`src/rtl/pe_array_pkg.sv`:
```
// rtl/pe_array_pkg.sv - shared types and constants for the PE array sequencer
package pe_array_pkg;

    typedef enum logic [2:0] {
        IDLE,
        CLEAR,
        FEED,
        FLUSH,
        READ,
        DONE
    } state_t;

    localparam int ARR_N  = 4;
    localparam int DW_DEF = 8;
    localparam int RW_DEF = 32;

    // Cycles for the last operand beat to reach the far-corner sum:
    // (n-1) input skew stages, (n-1) PE hops, one sum register.
    function automatic int flush_cycles(input int n);
        return 2 * (n - 1) + 1;
    endfunction

    localparam int FLUSH_CYCLES_DEF = flush_cycles(ARR_N);

endpackage

```
`src/rtl/pe_array_seq_cnt.sv`:
```
// rtl/pe_array_seq_cnt.sv - loadable up-counter with enable and terminal-count flag
//
// Ports:
//   clk, rst  clock, asynchronous active-high reset
//   load      load count with load_val (has priority over en)
//   en        increment by one
//   term      terminal value compared against count
//   count     current value
//   tc        count == term
module pe_array_seq_cnt #(
    parameter int W = 4
) (
    input  logic         clk,
    input  logic         rst,
    input  logic         load,
    input  logic [W-1:0] load_val,
    input  logic         en,
    input  logic [W-1:0] term,
    output logic [W-1:0] count,
    output logic         tc
);

    always_ff @(posedge clk or posedge rst) begin
        if (rst) begin
            count <= '0;
        end else if (load) begin
            count <= load_val;
        end else if (en) begin
            count <= count + 1'b1;
        end
    end

    assign tc = (count == term);

endmodule

```
`src/rtl/pe_array_seq.sv`:
```
// rtl/pe_array_seq.sv - job sequencer for the 4x4 output-stationary systolic PE array
//
// Ports:
//   clk, rst                  clock, asynchronous active-high reset
//   start, cfg_k              job request (IDLE only) and operand beat count
//   busy, done                job in progress, one-cycle completion pulse
//   op_valid/op_ready/op_a/op_b  operand beat stream (A column k, B row k)
//   arr_rst_n, arr_en         array accumulator clear and global enable
//   arr_data0..3, arr_weight0..3  array row/column operand inputs
//   arr_out_sel, arr_result   array readout mux select and selected sum
//   res_valid/res_ready/res_data/res_idx/res_last  result stream, 16 beats
module pe_array_seq
    import pe_array_pkg::*;
#(
    parameter int KW           = 8,
    parameter int DW           = DW_DEF,
    parameter int RW           = RW_DEF,
    parameter int FLUSH_CYCLES = FLUSH_CYCLES_DEF
) (
    input  logic                clk,
    input  logic                rst,
    input  logic                start,
    input  logic [KW-1:0]       cfg_k,
    output logic                busy,
    output logic                done,
    input  logic                op_valid,
    output logic                op_ready,
    input  logic [ARR_N*DW-1:0] op_a,
    input  logic [ARR_N*DW-1:0] op_b,
    output logic                arr_rst_n,
    output logic                arr_en,
    output logic [DW-1:0]       arr_data0,
    output logic [DW-1:0]       arr_data1,
    output logic [DW-1:0]       arr_data2,
    output logic [DW-1:0]       arr_data3,
    output logic [DW-1:0]       arr_weight0,
    output logic [DW-1:0]       arr_weight1,
    output logic [DW-1:0]       arr_weight2,
    output logic [DW-1:0]       arr_weight3,
    output logic [3:0]          arr_out_sel,
    input  logic [RW-1:0]       arr_result,
    output logic                res_valid,
    input  logic                res_ready,
    output logic [RW-1:0]       res_data,
    output logic [3:0]          res_idx,
    output logic                res_last
);

    localparam int FW = $clog2(FLUSH_CYCLES + 1);

    state_t              state, state_nxt;
    logic [KW-1:0]       k_lat;
    logic [KW-1:0]       beat_cnt;
    logic                beat_tc;
    logic [FW-1:0]       flush_cnt;
    logic                flush_tc;
    logic [3:0]          rd_cnt;
    logic                rd_tc;
    logic [ARR_N*DW-1:0] feed_a, feed_b;

    always_ff @(posedge clk or posedge rst) begin
        if (rst) begin
            state <= IDLE;
            k_lat <= '0;
        end else begin
            state <= state_nxt;
            if (state == IDLE && start) begin
                k_lat <= cfg_k;
            end
        end
    end

    // Beat counter: terminal at k-1 so the k-th handshake ends FEED.
    // FEED is only entered with k != 0, so k-1 never underflows in use.
    pe_array_seq_cnt #(.W(KW)) u_beat_cnt (
        .clk      (clk),
        .rst      (rst),
        .load     (state == CLEAR),
        .load_val ('0),
        .en       (state == FEED && op_valid),
        .term     (k_lat - KW'(1)),
        .count    (beat_cnt),
        .tc       (beat_tc)
    );

    pe_array_seq_cnt #(.W(FW)) u_flush_cnt (
        .clk      (clk),
        .rst      (rst),
        .load     (state != FLUSH),
        .load_val ('0),
        .en       (state == FLUSH),
        .term     (FW'(FLUSH_CYCLES - 1)),
        .count    (flush_cnt),
        .tc       (flush_tc)
    );

    // Read counter is held at zero outside READ, so the select idles at 0.
    pe_array_seq_cnt #(.W(4)) u_rd_cnt (
        .clk      (clk),
        .rst      (rst),
        .load     (state != READ),
        .load_val ('0),
        .en       (state == READ && res_ready),
        .term     (4'd15),
        .count    (rd_cnt),
        .tc       (rd_tc)
    );

    always_comb begin
        state_nxt = state;
        case (state)
            IDLE:    if (start) state_nxt = CLEAR;
            CLEAR:   state_nxt = (k_lat != '0) ? FEED : FLUSH;
            FEED:    if (op_valid && beat_tc) state_nxt = FLUSH;
            FLUSH:   if (flush_tc) state_nxt = READ;
            READ:    if (res_ready && rd_tc) state_nxt = DONE;
            DONE:    state_nxt = IDLE;
            default: state_nxt = IDLE;
        endcase
    end

    always_comb begin
        busy      = 1'b0;
        done      = 1'b0;
        op_ready  = 1'b0;
        arr_en    = 1'b0;
        res_valid = 1'b0;
        feed_a    = '0;
        feed_b    = '0;
        case (state)
            CLEAR: busy = 1'b1;
            FEED: begin
                busy     = 1'b1;
                op_ready = 1'b1;
                // A stall freezes the whole array, keeping the skew aligned.
                arr_en   = op_valid;
                if (op_valid) begin
                    feed_a = op_a;
                    feed_b = op_b;
                end
            end
            FLUSH: begin
                busy   = 1'b1;
                arr_en = 1'b1;
            end
            READ: begin
                busy      = 1'b1;
                res_valid = 1'b1;
            end
            DONE:    done = 1'b1;
            default: ;
        endcase
    end

    // Clear is combinational so reset wipes the array in the same cycle.
    assign arr_rst_n   = ~(rst | (state == CLEAR));

    assign arr_data0   = feed_a[0*DW +: DW];
    assign arr_data1   = feed_a[1*DW +: DW];
    assign arr_data2   = feed_a[2*DW +: DW];
    assign arr_data3   = feed_a[3*DW +: DW];
    assign arr_weight0 = feed_b[0*DW +: DW];
    assign arr_weight1 = feed_b[1*DW +: DW];
    assign arr_weight2 = feed_b[2*DW +: DW];
    assign arr_weight3 = feed_b[3*DW +: DW];

    assign arr_out_sel = rd_cnt;
    assign res_idx     = rd_cnt;
    assign res_data    = arr_result;
    assign res_last    = (state == READ) && (rd_cnt == 4'd15);

endmodule

```
`config.mk`:
```
export PLATFORM = sky130hd
export DESIGN_NAME = pe_array_seq
export DESIGN_NICKNAME = d
export VERILOG_FILES = /design/src/rtl/pe_array_pkg.sv /design/src/rtl/pe_array_seq_cnt.sv /design/src/rtl/pe_array_seq.sv
export SDC_FILE = /design/constraint.sdc
export NUM_CORES = 1
export LEC_CHECK = 0
export CORE_AREA = 3 3 85 87
export DETAILED_ROUTE_END_ITERATION = 10
export DIE_AREA = 0 0 88 90
export DONT_BUFFER_PORTS = 1
export GPL_TIMING_DRIVEN = 0
export HOLD_SLACK_MARGIN = 0.15
export PLACE_DENSITY = 0.47
export SETUP_SLACK_MARGIN = 0.02
export SYNTH_ARGS = -nofsm -noshare
export SYNTH_HDL_FRONTEND = slang
export SYNTH_SLANG_ARGS = --single-unit
```
`constraint.sdc`:
```
create_clock -name clk -period 6.5 [get_ports clk]
set_input_delay 1.95 -clock clk [delete_from_list [all_inputs] [get_ports clk]]
set_output_delay 1.95 -clock clk [all_outputs]
set_load 0.005 [all_outputs]
```
==> results of run 1 <==
kinds of logic (layout without fill, tap and decap cells):
family	Yosys count	in the layout
and+or+nand+nor	125	125
buffers and inverters	56	60
DFF	26	26
xor gates and xnor gates	21	21
AOI/OAI and AO/OA	16	16
muxes	7	7
adders and majority gates	6	6
layer usage:
layer / GRT usage [%] / wire length (um)
met5: 0 / 0
met4: 4.220 / 71
met3: 4.936 / 761
met2: 28.08 / 3403
met1: 17.13 / 2369
flip-flops by register name, summed over array words and instances, names as in the netlist:
name	flops
u_rd_cnt.count	4
k_lat	8
u_flush_cnt.count	3
u_beat_cnt.count	8
state	3
layout by cell type, fill, tap and decap left out, drive strengths merged, types with 2 or more instances in the layout:
master / Yosys / final
and2: 65 / 65
buf: 37 / 37
dfrtp: 26 / 26
nor2: 22 / 22
clkbuf: 10 / 14
xor2: 12 / 12
nand2: 11 / 11
inv: 9 / 9
xnor2: 9 / 9
o21ai: 7 / 7
ha: 6 / 6
nand3: 5 / 5
mux2: 5 / 5
nand4: 4 / 4
nor3: 4 / 4
and3: 3 / 3
and4bb: 2 / 2
or3: 2 / 2
a21oi: 2 / 2
mux2i: 2 / 2
or4: 2 / 2
through the flow:
stage,cell area [um^2],util (%)
3_3_place_gp,2261,35.20
6_report,2316,36.06
4_1_cts,2316,36.06
5_1_grt,2316,36.06
3_5_place_dp,2261,35.20
2_1_floorplan,2165,-
worst reg2reg max path, stage by stage (launching register included):
cell and delay [ns]:
dfrtp_1 0.37, clkbuf_1 0.21, nand2b_1 0.22, nor3_1 0.29
clkbuf_1 0.41, mux2_2 0.39
power by group through the flow:
stage / clock network (mW) / registers [mW] / logic, mW
after floorplan: 0 / 0.259 / 0.366
after global placement: 0 / 0.276 / 0.447
after detailed placement: 0 / 0.277 / 0.448
after CTS: 0.113 / 0.273 / 0.451
after global routing: 0.121 / 0.283 / 0.502
final: 0.110 / 0.273 / 0.442
final timing paths:
kind / startpoint / end / slack, ns
max in group asynchronous: rst / u_beat_cnt.count[4] / 4.07
max: op_valid / arr_data3[6] / 1.40
min: u_flush_cnt.count[0] / u_flush_cnt.count[0] / 0.46
max reg2reg: state[2] / k_lat[3] / 4.52
min reg2reg: u_flush_cnt.count[0] / u_flush_cnt.count[0] / 0.46
min in group asynchronous: rst / u_flush_cnt.count[0] / 1.80
Yosys cell counts, drive strengths merged (2+ instances only):
cell    number
and2        65
buf         37
dfrtp       26
nor2        22
xor2        12
nand2       11
clkbuf      10
inv          9
xnor2        9
o21ai        7
ha           6
mux2         5
nand3        5
nand4        4
nor3         4
and3         3
a21oi        2
and4bb       2
mux2i        2
or3          2
or4          2
layout make-up:
class / count / area (um^2) / area share [%]
plain buffers: 47 / 311.5 / 13.45
inverters: 9 / 33.78 / 1.459
well taps: 77 / 96.34 / 4.160
flip-flops and latches: 26 / 650.6 / 28.09
multi-input cells: 175 / 1169 / 50.46
clock buffers: 4 / 55.05 / 2.377
==> out/metrics.yaml, run 1 <==
status: "finished, final reports clean"
initial_core_util_pct: 33.70
pwr-share-clk_pct: 13.3
drv_cap: 0
finalCritPeriodShare_pct: 78.43
fin_worst_skew_ns: 0.002558
vias: 1665
clk_pin_slew_worst_paths_ns: 0.10
arrival_ns: 3.15
crit_fanout: 10
drt-total-wl_um: 6606
combPwrFrac_pct: 53.6
portBuffers: 0
diodes: 0
fin_ws_ns: 1.402
synth_ff_type: "dfrtp_1"
grt_max_degree: 27
core-area_mm2: 0.006422
yosysWarnings: 0
drc: 0
wl_per_cell_um: 19.54
clockBufferDepth: 2
p_sw_mw: 0.3589
criticalPathCategory: "in -> out"
power.leakage_nw: 1.042
final_nets: 377
syn-num-nets: 372
rsz0062_at_grt: "no"
crit_path_top_delay_cell: "buf_1"
die_area_mm2: 0.007920
yosysTopAreaCell: "dfrtp_1"
max_slew.worst_pin.slew_ns: 1.032
start_kind: "primary input"
synth-edff-count: 0
synth-seq-cells: 26
peakVddDrop_uv: 96.94
max_slew_margin_pct: 31.13
ys_types: 38
async_flop_share_pct: 100.0
path_delay_family: "buffers and inverters"
final_hold_viol_count: 0
synthCells: 257
cts_root_buf: "clkbuf_8"
pre_cts_ws_ns: 1.352
post_route_cells_drive_above_1_share_pct: 19.54
antenna_found_initial: 0
end_kind: "primary output"
netlist.area_leader.share_pct: 30.06
place_inst: 334
grt_pass1_wl_um: 9549
cts_setup_buffers: 0
synth_top_family_by_area: "simple AND/OR/NAND/NOR gates"
power_density_mw_per_mm2: 356.1
max_stage_delay_ns: 0.36
finalSetupViolCount: 0
instances_no_fill: 338
worstPathCellList: "and4bb_2 > buf_1 > clkbuf_1 > and2_1"
worst-path-stages: 4
total_power_mw: 0.8248
synth.area.top_cells: "dfrtp_1, and2_1, buf_4"
yosys.area_share.xor_xnor_pct: 8.497
synth_fa_ha_area_share_pct: 3.468
grt_pass1_vias: 1648
clock_latency_ns: 0.28
max_freq_ghz: 0.1961
cts_sinks: 26
dr.pass1.iters: 4
rows: 29
grtUsageTotal_pct: 15.56
period_minus_slack_ns: 5.098
die_h_um: 90
finalSetupTns_ns: 0
gp_routability_congestion: 0.8103
required_ns: 4.55
min_path_cells: 1
drtAntennaViolNets: 0
viasPerCell: 4.926
seq_power_share_pct: 33.1
p_int_mw: 0.4659
cts_hold_buffers: 0
fillCellCount: 677
cts-buffers-inserted: 3
synth_area_per_cell_um2: 8.422
r2r_cells: 5
cts_tree: "done"
critical_path_buf_inv_count: 2
die_w_um: 88
syn_to_final_growth_pct: 6.994
muxShareOfSynthArea_pct: 3.526
cts_resized: 0
hold_slack_ns: 0.4645
ios: 220
grt-ovfl-total: 0
dpl.hpwl_um: 5580
seq_area_frac_synth_pct: 30.06
synth-compound-area-share_pct: 5.202
synthesis.area_mm2: 0.002165
slew_violations: 0
p_sw_share_pct: 43.52
synth_simple_gate_area_share_pct: 33.29
drt-initial-drc-count: 47
cts.htree.levels: 1
hold_path.class: "reg -> reg"
Note: power is estimated with default switching activity, not from simulation.
==> run 2: changes to the inputs <==
- clock period: 6.5 -> 4.8 ns (I/O delays scaled with it)
==> results of run 2 <==
Same layout as run 1 (identical final DEF). Status: finished, final reports clean.
Among the figures that moved: setup slack after placement 1.352 ns -> 0.6720 ns; setup slack after layout 1.402 ns -> 0.7218 ns; register-to-register setup slack 4.52 ns -> 2.82 ns; total power 0.8248 mW -> 1.117 mW; worst IR drop on VDD 96.94 uV -> 131.3 uV
